**src/rtl/uart_rx_if.sv**
```systemverilog
// uart_rx_if: signal bundle between the serial line / bus control stage and
// the UART receiver.
//   rx          : serial line, idle high, 8N1, LSB first (asynchronous)
//   data_rx     : last correctly framed byte
//   done_rx     : one-cycle pulse, data_rx just updated with a new byte
//   active_rx   : high while a frame is being received
//   frame_error : one-cycle pulse, stop bit sampled low
// Modports:
//   master : receiver side (consumes rx, drives the result signals)
//   slave  : line driver / consumer side
interface uart_rx_if;
    logic       rx;
    logic [7:0] data_rx;
    logic       done_rx;
    logic       active_rx;
    logic       frame_error;

    modport master (
        input  rx,
        output data_rx,
        output done_rx,
        output active_rx,
        output frame_error
    );

    modport slave (
        output rx,
        input  data_rx,
        input  done_rx,
        input  active_rx,
        input  frame_error
    );
endinterface

```
**src/rtl/uart_rx.sv**
```systemverilog
// uart_rx: 8N1 UART receiver with mid-bit sampling.
//   CLKS_PER_BIT : clock cycles per serial bit (4..65535)
//   clock        : system clock, rising edge
//   reset        : synchronous, active-high
//   bus          : uart_rx_if.master (rx in; data_rx, done_rx, active_rx,
//                  frame_error out)
// The line passes through a 2-flop synchronizer; every decision uses the
// synchronized value rx_s. A low stop bit reports a frame error and parks the
// receiver in BREAK until the line returns high, so a held-low line never
// yields a second frame.
module uart_rx #(
    parameter int unsigned CLKS_PER_BIT = 434
) (
    input  logic      clock,
    input  logic      reset,
    uart_rx_if.master bus
);

    localparam logic [15:0] LAST_CNT = 16'(CLKS_PER_BIT - 1);
    localparam logic [15:0] HALF_CNT = 16'((CLKS_PER_BIT - 1) / 2);

    typedef enum logic [2:0] {
        IDLE,
        START,
        DATA,
        STOP,
        BREAK
    } state_t;

    state_t      state, state_next;
    logic        rx_meta, rx_s;
    logic [15:0] cnt, cnt_next;
    logic [2:0]  idx, idx_next;
    logic [7:0]  shreg, shreg_next;
    logic [7:0]  data_q, data_next;
    logic        done_q, done_next;
    logic        ferr_q, ferr_next;

    // Synchronizer resets to the idle level so reset never looks like a start.
    always_ff @(posedge clock) begin
        if (reset) begin
            rx_meta <= 1'b1;
            rx_s    <= 1'b1;
        end else begin
            rx_meta <= bus.rx;
            rx_s    <= rx_meta;
        end
    end

    always_ff @(posedge clock) begin
        if (reset) begin
            state  <= IDLE;
            cnt    <= '0;
            idx    <= '0;
            shreg  <= '0;
            data_q <= '0;
            done_q <= 1'b0;
            ferr_q <= 1'b0;
        end else begin
            state  <= state_next;
            cnt    <= cnt_next;
            idx    <= idx_next;
            shreg  <= shreg_next;
            data_q <= data_next;
            done_q <= done_next;
            ferr_q <= ferr_next;
        end
    end

    always_comb begin
        state_next = state;
        cnt_next   = cnt;
        idx_next   = idx;
        shreg_next = shreg;
        data_next  = data_q;
        done_next  = 1'b0;
        ferr_next  = 1'b0;

        case (state)
            IDLE: begin
                if (!rx_s) begin
                    state_next = START;
                    cnt_next   = '0;
                end
            end

            // Re-check the start bit at its centre; a short low glitch
            // falls back to IDLE without touching any output.
            START: begin
                if (cnt == HALF_CNT) begin
                    if (!rx_s) begin
                        state_next = DATA;
                        cnt_next   = '0;
                        idx_next   = '0;
                    end else begin
                        state_next = IDLE;
                    end
                end else begin
                    cnt_next = cnt + 16'd1;
                end
            end

            // Counting a full bit period from the start-bit centre lands
            // every sample in the middle of its data bit.
            DATA: begin
                if (cnt == LAST_CNT) begin
                    shreg_next[idx] = rx_s;
                    cnt_next        = '0;
                    if (idx == 3'd7) begin
                        state_next = STOP;
                    end else begin
                        idx_next = idx + 3'd1;
                    end
                end else begin
                    cnt_next = cnt + 16'd1;
                end
            end

            // Stop bit is judged at its centre, leaving half a bit of slack
            // to catch the next start edge from IDLE.
            STOP: begin
                if (cnt == LAST_CNT) begin
                    cnt_next = '0;
                    if (rx_s) begin
                        data_next  = shreg;
                        done_next  = 1'b1;
                        state_next = IDLE;
                    end else begin
                        ferr_next  = 1'b1;
                        state_next = BREAK;
                    end
                end else begin
                    cnt_next = cnt + 16'd1;
                end
            end

            BREAK: begin
                if (rx_s) begin
                    state_next = IDLE;
                end
            end

            default: begin
                state_next = IDLE;
            end
        endcase
    end

    assign bus.data_rx     = data_q;
    assign bus.done_rx     = done_q;
    assign bus.frame_error = ferr_q;
    assign bus.active_rx   = (state != IDLE);

endmodule

```
**src/flat_wrapper.sv**
```systemverilog
// flat-port wrapper written by rule: the top's interface ports become plain ports
module uart_rx_flat 
#(
    parameter int unsigned CLKS_PER_BIT = 434
)
  (clock, reset, bus_rx, bus_data_rx, bus_done_rx, bus_active_rx, bus_frame_error);
  uart_rx_if bus_i ();
  input  logic clock;
  input  logic reset;
  input wire logic [$bits(bus_i.rx)-1:0] bus_rx;
  output wire logic [$bits(bus_i.data_rx)-1:0] bus_data_rx;
  output wire logic [$bits(bus_i.done_rx)-1:0] bus_done_rx;
  output wire logic [$bits(bus_i.active_rx)-1:0] bus_active_rx;
  output wire logic [$bits(bus_i.frame_error)-1:0] bus_frame_error;
  assign bus_i.rx = bus_rx;
  assign bus_data_rx = bus_i.data_rx;
  assign bus_done_rx = bus_i.done_rx;
  assign bus_active_rx = bus_i.active_rx;
  assign bus_frame_error = bus_i.frame_error;
  uart_rx #(.CLKS_PER_BIT(CLKS_PER_BIT)) u_core (.clock(clock), .reset(reset), .bus(bus_i));
endmodule
```
**config.mk**
```make
export PLATFORM = sky130hd
export DESIGN_NAME = uart_rx_flat
export DESIGN_NICKNAME = d
export VERILOG_FILES = /design/src/rtl/uart_rx_if.sv /design/src/rtl/uart_rx.sv /design/src/flat_wrapper.sv
export SDC_FILE = /design/constraint.sdc
export NUM_CORES = 1
export LEC_CHECK = 0
export ABC_AREA = 1
export CELL_PAD_IN_SITES_DETAIL_PLACEMENT = 2
export CELL_PAD_IN_SITES_GLOBAL_PLACEMENT = 2
export CORE_MARGIN = 1
export CORE_UTILIZATION = 25
export CTS_BUF_LIST = sky130_fd_sc_hd__clkbuf_8
export DETAILED_ROUTE_END_ITERATION = 7
export PLACE_DENSITY_LB_ADDON = 0.05
export SLEW_MARGIN = 5
export SYNTH_ARGS = -nofsm -noshare
export SYNTH_HDL_FRONTEND = slang
export SYNTH_SLANG_ARGS = --single-unit
```
**constraint.sdc**
```tcl
create_clock -name clock -period 1.7 [get_ports clock]
set_clock_uncertainty 0.1 [all_clocks]
set_input_delay 0.34 -clock clock [delete_from_list [all_inputs] [get_ports clock]]
set_output_delay 0.34 -clock clock [all_outputs]
set_load 0.01 [all_outputs]
```
==> impl_metrics.ini, run 1 <==
[outcome]
status = finished with violations
failed_checks = setup timing

[timing]
setup_viol = 3
fmaxAchievable_mhz = 578
layout_worst_path_cycle_share_pct = 102
fin_crit_ns = 1.73
tightestPinTransition_ns = 0.434
timing.final.hold_violations = 0
relSlewSlack_pct = 71.0
drv_slew = 0
final.setup.worst_slack_ns = -0.0310
rsz0062_at_grt = true

[layout]
fin_util_pct = 38.4
final_common_cell = nand2_1
diodes = 0
drive_above_1_share_pct = 37.3
final_cell_mix = nand2_1, buf_4, nor2_1
finalNetCount = 447
area_delta_synth_final_pct = 46.5
instances_no_fill = 569

[pwr]
p_int_mw = 2.41
switching_power_mw = 2.11
p_seq_share_pct = 27.7
vdd_drop_max_mv = 0.663
total_power_mw = 4.52
p_clk_share_pct = 15.8
power.share.combinational_pct = 56.5
power_density_nw_per_um2 = 1260
leakage_nw = 1.52
swShare_pct = 46.6

[global_routing]
grt_max_degree = 17
grt_pass1_wl_mm = 14.3
grt_pass1_vias = 2841
antenna_found_initial = 0
overflow = 0
grt_use_total_pct = 18.3

[yosys]
yosysUniqueCellTypes = 31
syn_area_per_cell_um2 = 6.69
synth-seq-cells = 42
yosysWarnings = 0
netlist_area_um2 = 2450
seq_area_frac_synth_pct = 34.3
syn-num-nets = 375
netlist_instances = 367

[placement]
place_inst = 550
place.gp.congestion = 0.730
portBuffers = 13
dp.final_hpwl_mm = 6.43

[drt]
dr.pass1.iters = 4
routed_wl_mm = 9.14
final_antenna_net_count = 0
route.detailed.drc = 0
drtIter0Drc = 40
vias = 2631
wl_per_cell_um = 16.1
via_per_inst = 4.62

[setup_path]
worstPathArrival_ns = 1.88
cp-start-kind = flop
worstPathRequired_ns = 1.85
crit_path_max_fanout = 6
cp-end-kind = flop
path_class = flop to flop

[clock_network]
cts_hold_buffers = 0
clk_path_buf_depth = 2
htree_levels = 2
clock-root-buffer = clkbuf_8
cts_tree = done
insertion_delay_ns = 0.31
clock_sinks = 42
clk_pin_slew_ns = 0.09
numCtsBuffers = 5

[floorplan]
die_area_um2 = 10200
die_h_um = 101
start_util_pct = 26.2
boundaryPins = 14
core_um2 = 9370
die_x_um = 101
fp-row-count = 35

[run]
cap_viol_max_count = 0

[hold_path]
hold_path.class = flop to flop
layer usage:
layer  global-route usage, %  vias to the layer above  share of wire, %  wire length, um
met1                    24.8                     1287                50             4570
met3                    2.36                        6               1.3              117
met5                       0                        -                 0                0
met2                    30.7                       15                48             4370
met4                    4.68                        0              0.88               80
li1                        -                     1323                 -                -
Yosys cell counts, drive strengths merged:
master  count  area (um^2)
nand2      96          405
nor2       64          290
dfxtp      42          841
inv        37          141
nand3      36          195
a21oi      26          130
o21ai      21          109
nor3       12          104
buf         6         45.0
a31oi       5         31.3
clkinv      5         18.8
ha          5         62.6
nand4       4         31.3
or2         3         18.8
clkbuf      2         7.51
o21bai      2         15.0
xnor2       1         8.76
through the flow:
| step | worst slack [ns] | setup TNS, ns | hold slack, ns | instance area (um^2) |
|---|---|---|---|---|
| final | -0.0310 | -0.0468 | 0.327 | 3600 |
| after global routing | -0.145 | -1.98 | 0.340 | 3600 |
| after CTS | -0.0357 | -0.165 | 0.333 | 3300 |
| after detailed placement | -0.136 | -1.58 | 0.308 | 3090 |
| after global placement | -0.0382 | -0.398 | 0.298 | 3090 |
| after floorplan | 0.0446 | 0 | 0.289 | 2450 |
final timing paths:
path / from / to / slack, ns / cells past startpoint
worst max-delay path: u_core.cnt[5] / u_core.state[1] / -0.03 / 11
worst min-delay path: u_core.rx_meta / u_core.rx_s / 0.33 / 1
worst min register to register: u_core.rx_meta / u_core.rx_s / 0.33 / 1
worst max register to register: u_core.cnt[5] / u_core.state[1] / -0.03 / 11
critical path: stages (launching register included):
cell	delay, ns
dfxtp_1	0.41
nand2_2	0.11
clkinv_1	0.09
nand2_2	0.07
nor2_4	0.14
nand2_4	0.12
nand2_8	0.13
buf_6	0.11
nand4_4	0.14
nand2_2	0.11
nand2_2	0.04
nor2_1	0.09
layout make-up:
type                    count  area (um^2)
clock buffers               5         68.8
clock inverters             3         21.3
fillers                  1147         5780
inverters                  42          164
multi-input cells         277         1680
flip-flops and latches     42          866
well taps                 129          161
repair buffers             71          634
power groups by stage:
stage	Sequential, mW	Combinational [mW]	Clock, mW
2_1_floorplan	1.22	1.42	0
3_3_place_gp	1.22	2.09	0
3_5_place_dp	1.22	2.16	0
4_1_cts	1.24	2.34	0.757
5_1_grt	1.27	2.84	0.775
6_report	1.25	2.55	0.716
kinds of logic after synthesis:
logic type	Yosys count	synth area share (%)
AOI/OAI and AO/OA	54	11.6
xor gates and xnor gates	1	0.357
buffers and inverters	50	8.66
DFF	42	34.3
adders and majority gates	5	2.55
and+or+nand+nor	215	42.6
state kept, by name (all words and copies together) (netlist names):
name                    flops
u_core.cnt                 16
u_core.bus.data_rx          8
u_core.shreg                8
u_core.idx                  3
u_core.state                3
u_core.bus.done_rx          1
u_core.bus.frame_error      1
u_core.rx_meta              1
u_core.rx_s                 1
repair_timing:
action | 4_1_cts | 5_1_grt
gates resized for setup | 29 | 68
cloned | 1 | 1
setup buffers | 2 | 7
endpoints found under the setup margin | 31 | 38
pin swaps | 4 | 23
Note: power is estimated with default switching activity, not from simulation.
==> run 2, diff against run 1 <==
--- a/config.mk
+++ b/config.mk
@@ -11,7 +11,9 @@
 export CORE_MARGIN = 1
 export CORE_UTILIZATION = 25
 export CTS_BUF_LIST = sky130_fd_sc_hd__clkbuf_8
+export CTS_CLUSTER_DIAMETER = 100
 export DETAILED_ROUTE_END_ITERATION = 7
+export HOLD_SLACK_MARGIN = 0.06
 export PLACE_DENSITY_LB_ADDON = 0.05
 export SLEW_MARGIN = 5
 export SYNTH_ARGS = -nofsm -noshare
==> results of run 2 <==
No change in the layout: final DEF, timing and power equal those of run 1.
